**config.mk**
```make
export PLATFORM = sky130hd
export DESIGN_NAME = p2s_serializer
export DESIGN_NICKNAME = d
export VERILOG_FILES = /design/src/rtl/p2s_pkg.sv /design/src/rtl/p2s_fifo2.sv /design/src/rtl/p2s_serializer.sv
export SDC_FILE = /design/constraint.sdc
export NUM_CORES = 1
export LEC_CHECK = 0
export ABC_AREA = 1
export CORE_MARGIN = 2
export CORE_UTILIZATION = 40
export CTS_BUF_LIST = sky130_fd_sc_hd__clkbuf_4 sky130_fd_sc_hd__clkbuf_8 sky130_fd_sc_hd__clkbuf_16
export DETAILED_ROUTE_END_ITERATION = 10
export PLACE_DENSITY = 0.72
export SYNTH_ARGS = -nofsm -noshare
export SYNTH_HDL_FRONTEND = slang
export SYNTH_SLANG_ARGS = --single-unit
```
**constraint.sdc**
```tcl
create_clock -name clk -period 2.16 [get_ports clk]
set_input_delay 0.216 -clock clk [delete_from_list [all_inputs] [get_ports clk]]
set_output_delay 0.216 -clock clk [all_outputs]
set_load 0.02 [all_outputs]
```
**src/rtl/p2s_pkg.sv**
```systemverilog
// p2s_pkg
//   Shared definitions for the parallel-to-serial serializer slice.
//   The default word width and gap length match the downstream 4-bit
//   serial-to-parallel deserializer that this stage feeds.
//   Contents:
//     DEF_WIDTH  - default bits per parallel word
//     DEF_GAP    - default idle cycles inserted after every word
//     FIFO_DEPTH - entries in the input holding FIFO
//     state_e    - serializer FSM states (idle, shifting a word, idle gap)

package p2s_pkg;

   localparam int DEF_WIDTH  = 4;
   localparam int DEF_GAP    = 1;
   localparam int FIFO_DEPTH = 2;

   typedef enum logic [1:0] {
      ST_IDLE  = 2'd0,
      ST_SHIFT = 2'd1,
      ST_GAP   = 2'd2
   } state_e;

endpackage

```
**src/rtl/p2s_fifo2.sv**
```systemverilog
// p2s_fifo2
//   Two-entry synchronous FIFO that holds parallel words in front of the
//   serializer shift register. Push and pop in the same cycle are both
//   performed. A push while full and a pop while empty are ignored.
//   Ports:
//     clk    - clock, rising edge
//     n_rst  - asynchronous active-low reset, empties the FIFO
//     push   - write din this cycle
//     din    - word to write
//     pop    - drop the head entry this cycle
//     dout   - head entry (valid while empty is 0)
//     full   - both entries occupied
//     empty  - no entries occupied

module p2s_fifo2
   import p2s_pkg::*;
#(
   parameter int WIDTH = DEF_WIDTH
) (
   input  logic             clk,
   input  logic             n_rst,
   input  logic             push,
   input  logic [WIDTH-1:0] din,
   input  logic             pop,
   output logic [WIDTH-1:0] dout,
   output logic             full,
   output logic             empty
);

   logic [WIDTH-1:0] mem_q [2];
   logic [WIDTH-1:0] mem_d [2];
   logic             wr_ptr_q, wr_ptr_d;
   logic             rd_ptr_q, rd_ptr_d;
   logic [1:0]       count_q, count_d;
   logic             do_push;
   logic             do_pop;

   assign full    = (count_q == 2'(FIFO_DEPTH));
   assign empty   = (count_q == 2'd0);
   assign dout    = mem_q[rd_ptr_q];
   assign do_push = push && !full;
   assign do_pop  = pop && !empty;

   always_comb begin
      mem_d[0] = mem_q[0];
      mem_d[1] = mem_q[1];
      wr_ptr_d = wr_ptr_q;
      rd_ptr_d = rd_ptr_q;
      count_d  = count_q;

      if (do_push) begin
         mem_d[wr_ptr_q] = din;
         wr_ptr_d        = ~wr_ptr_q;
      end
      if (do_pop) begin
         rd_ptr_d = ~rd_ptr_q;
      end

      // Simultaneous push and pop leaves the occupancy unchanged.
      if (do_push && !do_pop) begin
         count_d = count_q + 2'd1;
      end else if (do_pop && !do_push) begin
         count_d = count_q - 2'd1;
      end
   end

   always_ff @(posedge clk or negedge n_rst) begin
      if (!n_rst) begin
         mem_q[0] <= '0;
         mem_q[1] <= '0;
         wr_ptr_q <= 1'b0;
         rd_ptr_q <= 1'b0;
         count_q  <= 2'd0;
      end else begin
         mem_q[0] <= mem_d[0];
         mem_q[1] <= mem_d[1];
         wr_ptr_q <= wr_ptr_d;
         rd_ptr_q <= rd_ptr_d;
         count_q  <= count_d;
      end
   end

endmodule

```
**src/rtl/p2s_serializer.sv**
```systemverilog
// p2s_serializer
//   Parallel-to-serial stage feeding the serial-to-parallel deserializer.
//   Words enter a 2-entry FIFO over a valid/ready handshake and are shifted
//   out LSB-first, one bit per clock with vld_out high, followed by GAP idle
//   cycles so the deserializer can clear its bit counter between words.
//   Ports:
//     clk       - clock, rising edge
//     n_rst     - asynchronous active-low reset
//     din       - parallel word, taken when din_vld && din_rdy
//     din_vld   - upstream word valid
//     din_rdy   - FIFO can take a word this cycle (not full)
//     data_out  - serial data bit
//     vld_out   - serial bit valid
//     word_done - pulse coincident with the last bit of each word
//     busy      - FIFO non-empty or FSM not idle

module p2s_serializer
   import p2s_pkg::*;
#(
   parameter int WIDTH = DEF_WIDTH,
   parameter int GAP   = DEF_GAP
) (
   input  logic             clk,
   input  logic             n_rst,
   input  logic [WIDTH-1:0] din,
   input  logic             din_vld,
   output logic             din_rdy,
   output logic             data_out,
   output logic             vld_out,
   output logic             word_done,
   output logic             busy
);

   localparam int BW = $clog2(WIDTH);
   localparam int GW = $clog2(GAP + 1);

   state_e           state_q, state_d;
   logic [WIDTH-1:0] shreg_q, shreg_d;
   logic [BW-1:0]    bitcnt_q, bitcnt_d;
   logic [GW-1:0]    gapcnt_q, gapcnt_d;
   logic             data_out_q, data_out_d;
   logic             vld_out_q, vld_out_d;
   logic             word_done_q, word_done_d;
   logic             busy_q, busy_d;

   logic             fifo_full;
   logic             fifo_empty;
   logic [WIDTH-1:0] fifo_dout;
   logic             push;
   logic             load;

   // Ready comes only from registered FIFO state, so a pop in the same
   // cycle never opens a full FIFO combinationally.
   assign din_rdy = !fifo_full;
   assign push    = din_vld && din_rdy;

   p2s_fifo2 #(
      .WIDTH (WIDTH)
   ) u_fifo (
      .clk   (clk),
      .n_rst (n_rst),
      .push  (push),
      .din   (din),
      .pop   (load),
      .dout  (fifo_dout),
      .full  (fifo_full),
      .empty (fifo_empty)
   );

   always_comb begin
      state_d     = state_q;
      shreg_d     = shreg_q;
      bitcnt_d    = bitcnt_q;
      gapcnt_d    = gapcnt_q;
      data_out_d  = 1'b0;
      vld_out_d   = 1'b0;
      word_done_d = 1'b0;
      load        = 1'b0;

      case (state_q)
         ST_IDLE: begin
            load = !fifo_empty;
         end

         ST_SHIFT: begin
            if (bitcnt_q == BW'(WIDTH - 1)) begin
               state_d  = ST_GAP;
               gapcnt_d = GW'(1);
            end else begin
               bitcnt_d    = bitcnt_q + BW'(1);
               data_out_d  = shreg_q[0];
               shreg_d     = shreg_q >> 1;
               vld_out_d   = 1'b1;
               // The pulse is registered, so it is raised on the edge that
               // presents the last bit.
               word_done_d = (bitcnt_q == BW'(WIDTH - 2));
            end
         end

         ST_GAP: begin
            if (gapcnt_q == GW'(GAP)) begin
               if (!fifo_empty) begin
                  load = 1'b1;
               end else begin
                  state_d = ST_IDLE;
               end
            end else begin
               gapcnt_d = gapcnt_q + GW'(1);
            end
         end

         default: begin
            state_d = ST_IDLE;
         end
      endcase

      // Loading pops the FIFO head and presents bit 0 straight away; the
      // shift register keeps only the bits still to be sent.
      if (load) begin
         state_d    = ST_SHIFT;
         shreg_d    = fifo_dout >> 1;
         data_out_d = fifo_dout[0];
         vld_out_d  = 1'b1;
         bitcnt_d   = '0;
      end

      // A pop always means the FSM leaves idle, so the FIFO's pre-edge
      // emptiness plus any push is enough to predict its next occupancy.
      busy_d = (state_d != ST_IDLE) || push || !fifo_empty;
   end

   always_ff @(posedge clk or negedge n_rst) begin
      if (!n_rst) begin
         state_q     <= ST_IDLE;
         shreg_q     <= '0;
         bitcnt_q    <= '0;
         gapcnt_q    <= '0;
         data_out_q  <= 1'b0;
         vld_out_q   <= 1'b0;
         word_done_q <= 1'b0;
         busy_q      <= 1'b0;
      end else begin
         state_q     <= state_d;
         shreg_q     <= shreg_d;
         bitcnt_q    <= bitcnt_d;
         gapcnt_q    <= gapcnt_d;
         data_out_q  <= data_out_d;
         vld_out_q   <= vld_out_d;
         word_done_q <= word_done_d;
         busy_q      <= busy_d;
      end
   end

   assign data_out  = data_out_q;
   assign vld_out   = vld_out_q;
   assign word_done = word_done_q;
   assign busy      = busy_q;

endmodule

```
---- Yosys cells after proc, flatten, opt, wreduce, memory -nomap -nowiden ----
Cells that the tools add are included.
operators by class
  reduce and logical (&&, ||, !) cells .... 20
  muxes and demuxes ....................... 33
  bitwise logic cells ..................... 4
  equality and inequality tests ........... 7
  $lt $le $gt $ge ......................... 3
  add/subtract/negate cells ............... 4
operator list
  kind                   number
  $mux W4                7
  $mux W2                9
  $mux W1                12
  $bwmux W8              1
  $eq A2 B2 Y1 const B   4
  $reduce_bool A2 Y1     4
  $logic_and A1 B1 Y1    6
  $pmux W2 S3            1
  $add A2 B1 Y2 const B  2
  $demux W4 S1           1
  $ge A2 B2 Y1 const B   2
  $logic_not A1 Y1       4
  $logic_not A2 Y1       2
  $not A1 Y2             2
  $pmux W1 S2            2
  $reduce_and A2 Y1      2
  $eq A2 B1 Y1 const B   1
  $logic_or A1 B1 Y1     2
  $lt A2 B1 Y1 const B   1
  $ne A2 B1 Y1 const B   1
  $ne A2 B2 Y1 const B   1
  $not A1 Y1             2
  $sub A2 B1 Y2 const B  1
  $add A1 B1 Y1 const B  1
word-level totals
  word-level logic and storage cells ...... 84
  input port bits ......................... 7
  output and inout port bits .............. 5
  bits in registers ....................... 25

---- Logic depth before layout (Yosys ltp) ----
Gate-level depths: netlist of run 1.
  depth after elaboration ................. 8
  gate-level depth with buffers ........... 9
  depth with buffers taken out ............ 8

---- Hierarchy ----
From an unflattened synthesis of run 1, not the netlist that was laid out.
unflattened totals
  cells, all modules ...................... 143
  area, all modules ....................... 1182.4 um2
modules (own cells, without submodules)
  module          seq. area each (um2)  area an instance (um2)  instances  cells an instance
  p2s_fifo2       300.3                 621.8                   1          77
  p2s_serializer  300.3                 560.5                   1          66

---- Worst setup path after synthesis of run 1 ----
No wires, ideal clock.
  path kind ............................... flip-flop to flip-flop
  from .................................... register u_fifo.count_q[1]
  to ...................................... register u_fifo.count_q[1]
  data arrival time ....................... 1404 ps
  setup time .............................. 123 ps
  required time ........................... 2037 ps
  slack ................................... 633 ps
  stages on the path, launching flop included .. 8
  path buffers ............................ 1
  period minus slack after synthesis ...... 1527 ps
  cells stage by stage .................... dfrtp_1 inv_2 nand2_1 nand3_2 buf_6 ha_1 nand3b_1 xor2_1
on the way
  cells in the longest elaborated chain, start to end .. 8
RTL lines
  item                                           line                   RTL
  start: declaration                             p2s_fifo2.sv:34        logic [1:0] count_q, count_d;
  start signal: assignment                       p2s_fifo2.sv:79        count_q <= count_d;
  $logic_not A2 Y1                               p2s_fifo2.sv:39        assign empty = (count_q == 2'd0);
  $mux W1                                        p2s_serializer.sv:102  if (!fifo_empty) begin
  $mux W1                                        p2s_serializer.sv:101  if (gapcnt_q == GW'(GAP)) begin
  $pmux W1 S2                                    p2s_serializer.sv:80   case (state_q)
  $logic_and A1 B1 Y1                            p2s_fifo2.sv:42        assign do_pop = pop && !empty;
  $logic_not A1 Y1                               p2s_fifo2.sv:60        if (do_push && !do_pop) begin
  $logic_and A1 B1 Y1                            p2s_fifo2.sv:60
  $mux W2 or $reduce_bool A2 Y1 (tied branches)  --
Parallel ways exist; a longest one is shown, timed or not. The select of a mux whose other input is x is not followed.
A chain may end at the register's enable or synchronous reset.

---- Worst setup path after layout of run 1 ----
Ends and elaborated chain as after synthesis.

==> impl_metrics.yaml, run 1 <==
grt:
  antenna_found_initial: 0
  grt_usage: 0.141
  grt_pass1_wl_um: 3730
  globalRouteOverflowTotal: 0
  grt_pass1_vias: 810
  grt_start_max_net_pins: 25
critical_path:
  crit_fanout: 13
  required_ns: 2.36
  worstPathArrival_ns: 1.98
  crit_chain: "inv_2 -> nand2_1 -> nand3_2 -> ha_1 -> nand3b_1 -> xor2_1"
  start_kind: "flop"
  critical-path-max-stage-delay_ns: 0.49
  setup.worst_path.class: "flop to flop"
  worstSetupEndpointType: "flop"
  worst_path_max_delay_cell: "dfrtp_1"
run:
  cap_violations: 0
detailed_routing:
  drt_first_pass_iters: 4
  wl_per_cell_um: 11.1
  wl_um: 1990
  ant_nets: 0
  via_count: 849
  drtIter0Drc: 35
  vias_per_cell: 4.72
  drc_errors: 0
sta:
  slew_viol_final: 0
  min_period_ns: 1.79
  hold_viol: 0
  fin_crit_sh: 0.828
  tightest_slew_ns: 0.301
  setup_viol: 0
  rsz0062_at_grt: "false"
  slew_headroom: 0.799
  skew_ns: 0.0112
  fin_ws_ns: 0.371
  whs_ns: 0.235
  setup_tns_ns: 0
  clock.fmax_mhz: 559
floorplan:
  io_pins: 12
  die_x_um: 57.8
  num_rows: 19
  core_um2: 2760
  initial_core_util: 0.419
  die_area_um2: 3340
  die_y_um: 57.8
clock_tree:
  cts_resized: 0
  holdBufCountCts: 0
  clock-sinks: 24
  cts_tree: "done"
  path_clk_slew_ns: 0.14
  cts.path.max_buffers: 2
  postCtsSetupRepairBufs: 0
  h-tree-depth: 1
  clk_latency_ns: 0.31
  cts_root_buf: "clkbuf_4"
  cts_inserted_buffers: 3
power:
  powerDensity_nw_per_um2: 1540
  ir_drop_uv: 810
  leakagePower_nw: 0.721
final_layout:
  final_common_cell: "nand2_1"
  most-common-layout-cells: "47 x nand2_1, 24 x dfrtp_1, 20 x inv_1"
  area_growth_pct: 17.1
  drive_above_1_share: 0.107
  final_cells: 180
  diodes: 0
  fin_area_um2: 1350
  layout.nets: 160
run_status:
  status: "finished clean"
synthesis:
  synth_cell_types: 21
  synthesis.area_um2: 1160
  syn-instance-count: 134
  avgSynthCellArea_um2: 8.63
  synth_top_area_frac: 0.519
  ys_seq_area_frac: 0.519
  synth_area_leaders: "dfrtp_1 52%, nand2_1 15%, inv_1 6.5%, ha_1 3.2%, nand3_1 2.6%"
  syn_nets: 144
  yosys_register_bits: 24
  yosysTopAreaCell: "dfrtp_1"
  yosys_warnings: 0
hold_path:
  hp-class: "primary input to async pin"
placed_design:
  dp_hpwl_um: 1460
  routabilityCongestion: 0.805
  dp_slack_ns: 0.352
  dp.cells: 176
  dpl-instance-area_um2: 1300
  io_buffers: 11
==> critical path: cells and delay by family, from the launching register on <==
| kind | cells | cell delay (ns) |
|---|---|---|
| xor+xnor | 1 | 0.17 |
| buf+inv | 1 | 0.07 |
| fa+ha+maj | 1 | 0.41 |
| simple gates | 3 | 0.55 |
| flops | 1 | 0.49 |
==> through the flow <==
stage,util,power (mW)
after floorplan,-,1.53
after global placement,0.472,1.72
after detailed placement,0.472,1.77
after CTS,0.491,2.11
after global routing,0.491,2.30
final,0.491,2.08
==> sequential cells by signal (all words and copies together), names as in the netlist, 2 cells and up <==
register and flops:
shreg_q 3, u_fifo.count_q 2, bitcnt_q 2, state_q 2, u_fifo.mem_q 8
==> Yosys cell counts <==
cell type,instances
xor2_1,2
o21ai_2,3
inv_1,20
o21ai_1,6
nand4_1,2
nand3b_1,1
nand3_2,1
inv_2,2
or2_1,1
xnor2_1,1
nand3_1,6
nand2_2,1
xor2_2,1
buf_6,1
ha_1,3
nor3_1,1
nand2_4,2
a21boi_4,1
nor2_1,8
dfrtp_1,24
nand2_1,47
==> power breakdown <==
part           switching [mW]  internal, mW  total [mW]
Sequential              0.155         0.661       0.815
Clock                   0.132         0.187       0.319
Combinational           0.574         0.376       0.951
Total                   0.861          1.22        2.08
==> kinds of logic after synthesis <==
family                   Yosys count  synth area share
XOR/XNOR                           4            0.0368
flip-flops                        24             0.519
buffers and inverters             23            0.0812
AND/OR/NAND/NOR                   70             0.265
adder cells (fa/ha/maj)            3            0.0325
AO/OA/AOI/OAI                     10            0.0649
==> metal layers <==
| metal | up-vias | track usage | wire, um |
|---|---|---|---|
| li1 | 441 | - | - |
| met1 | 394 | 0.188 | 895 |
| met2 | 14 | 0.247 | 1030 |
| met3 | 0 | 0.0201 | 69 |
| met4 | 0 | 0.0233 | 0 |
| met5 | - | 0 | 0 |
==> worst paths after layout <==
| path | start | to | slack, ns | depth (start not counted) |
|---|---|---|---|---|
| min | n_rst | gapcnt_q | 0.24 | 2 |
| min reg2reg | u_fifo.mem_q[5] | u_fifo.mem_q[5] | 0.50 | 2 |
| max | u_fifo.count_q[1] | u_fifo.count_q[1] | 0.37 | 6 |
| max reg2reg | u_fifo.count_q[1] | u_fifo.count_q[1] | 0.37 | 6 |
| min in group clk | din[3] | u_fifo.mem_q[3] | 0.45 | 3 |
| max in group asynchronous | n_rst | u_fifo.mem_q[1] | 1.68 | 2 |
==> cell type report <==
cell class / instances / area [um^2]
Clock buffer: 3 / 22.5
Fill cell: 269 / 1400
Multi-Input combinational cell: 87 / 462
Sequential cell: 24 / 601
Clock inverter: 1 / 30.0
Inverter: 22 / 82.6
Tap cell: 31 / 38.8
Timing Repair Buffer: 12 / 118
Note: power is estimated with default switching activity, not from simulation.
==> run 2: changes to the inputs <==
==> constraint.sdc (replaced) <==
create_clock -name clk -period 1.75 [get_ports clk]
set_input_delay 0.175 -clock clk [delete_from_list [all_inputs] [get_ports clk]]
set_output_delay 0.175 -clock clk [all_outputs]
set_load 0.02 [all_outputs]
==> run 2 against run 1 <==
Register-to-register slack worse by 0.09 ns. Largest cell class unchanged. Critical endpoint is now din_rdy. Critical path type is now flop to output port. First-iteration DRC count is 46% lower. Worst hold slack got worse by 0.050 ns. Global-route usage grew 0.32 points.
==> impl_metrics.yaml, run 2 (same netlist as run 1, synthesis figures left out) <==
run_status:
  status: "finished clean"
grt:
  globalRouteOverflowTotal: 0
  grt_pass1_wl_um: 3720
  grt.busiest_layer: "met2"
  antenna_found_initial: 0
  grt_pass1_vias: 877
  grt_use_met3: 0.0469
  grt_use_met2: 0.250
  grt_usage: 0.144
  grt_start_max_net_pins: 25
  grt_util_met1: 0.179
detailed_routing:
  ant_nets: 0
  wl_um: 1960
  drtIter0Drc: 19
  wl_per_cell_um: 10.7
  via_count: 880
  vias_per_cell: 4.81
  drc_errors: 0
  drt_first_pass_iters: 4
sta:
  hold_viol: 0
  clock.fmax_mhz: 595
  skew_ns: 0.00709
  rsz0062_at_grt: "false"
  setup_viol: 0
  slew_viol_final: 0
  tightest_slew_ns: 0.296
  fin_crit_sh: 0.961
  setup_tns_ns: 0
  slew_headroom: 0.803
  min_period_ns: 1.68
floorplan:
  die_area_um2: 3340
  core_um2: 2760
  die_y_um: 57.8
  die_x_um: 57.8
  num_rows: 19
  io_pins: 12
  initial_core_util: 0.419
clock_tree:
  cts.path.max_buffers: 2
  clock-sinks: 24
  cts_resized: 0
  cts_inserted_buffers: 3
  h-tree-depth: 1
  path_clk_slew_ns: 0.13
  clk_latency_ns: 0.31
  cts_root_buf: "clkbuf_4"
  cts_tree: "done"
critical_path:
  crit_chain: "nand2_1 -> clkdlybuf4s50_1"
  worstSetupEndpointType: "output port"
  worst_path_max_delay_cell: "clkdlybuf4s50_1"
  critical-path-max-stage-delay_ns: 0.60
  setup.worst_path.class: "flop to output port"
  crit_fanout: 4
  ff2ff_setup_slack_ns: 0.28
  start_kind: "flop"
  required_ns: 1.57
  worstPathArrival_ns: 1.51
final_layout:
  largest_reg_flops: 8
  layout.nets: 163
  area_growth_pct: 17.6
  top_register: "u_fifo.mem_q"
  most-common-layout-cells: "47 x nand2_1, 24 x dfrtp_1, 20 x inv_1"
  diodes: 0
  utilization: 0.493
  drive_above_1_share: 0.125
  fillerInstances: 252
  final_common_cell: "nand2_1"
  reg_top3: "u_fifo.mem_q x8, shreg_q x3"
run:
  cap_violations: 0
placed_design:
  routabilityCongestion: 0.803
  io_buffers: 11
  dp_hpwl_um: 1490
power:
  ir_drop_uv: 1040
  leakagePower_nw: 0.728
  powerDensity_nw_per_um2: 1840
hold_path:
  hp-class: "primary input to async pin"
## run 2: area by class of cell
class | count | area (um^2) | area share
clock buffers | 4 | 36.3 | 0.0267
inverters | 22 | 82.6 | 0.0607
multi-input cells | 87 | 462 | 0.339
flip-flops and latches | 24 | 601 | 0.442
well taps | 31 | 38.8 | 0.0285
repair buffers | 15 | 140 | 0.103
## run 2: path summary, 6_finish.rpt
kind / startpoint / endpoint / cells after the start
max: u_fifo.count_q[1] / din_rdy / 2
min: n_rst / gapcnt_q / 2
max reg2reg: u_fifo.count_q[1] / u_fifo.count_q[1] / 6
min reg2reg: u_fifo.mem_q[0] / u_fifo.mem_q[0] / 2
max in group asynchronous: n_rst / u_fifo.mem_q[0] / 2
min in group clk: din[3] / u_fifo.mem_q[7] / 3
## run 2: worst max-delay path: cells and delay by family (launching register included)
kind | cells | cell delay, ns
flops | 1 | 0.47
simple gates | 1 | 0.12
buf+inv | 1 | 0.60
## run 2: timing repair
action / in CTS / in global routing
endpoints found under the setup margin: 0 / 1
hold buffers: 0 / 0
endpoints found under the hold margin: 0 / 0
setup buffers: 0 / 1
## run 2: metal layers
layer,vias up,wire length (um)
li1,440,-
met1,425,921
met2,15,951
met3,0,85
met4,0,0
met5,-,0
## run 2: through the flow
| stage | hold slack, ns | cell area (um^2) | std cells | worst slack (ns) | total power [mW] |
|---|---|---|---|---|---|
| finish | 0.185 | 1360 | 183 | 0.0689 | 2.50 |
| global route | 0.188 | 1360 | 183 | 0.00102 | 2.79 |
| CTS | 0.195 | 1350 | 182 | 0.0428 | 2.51 |
| detailed placement | 0.472 | 1320 | 178 | 0.152 | 2.22 |
| global placement | 0.467 | 1320 | 178 | 0.243 | 2.15 |
| floorplan | -0.121 | 1160 | 134 | 0.223 | 1.89 |
## run 2: report_power, final
group	internal, mW	switching, mW
Sequential	0.815	0.185
Clock	0.127	0.164
Combinational	0.502	0.708
Total	1.44	1.06
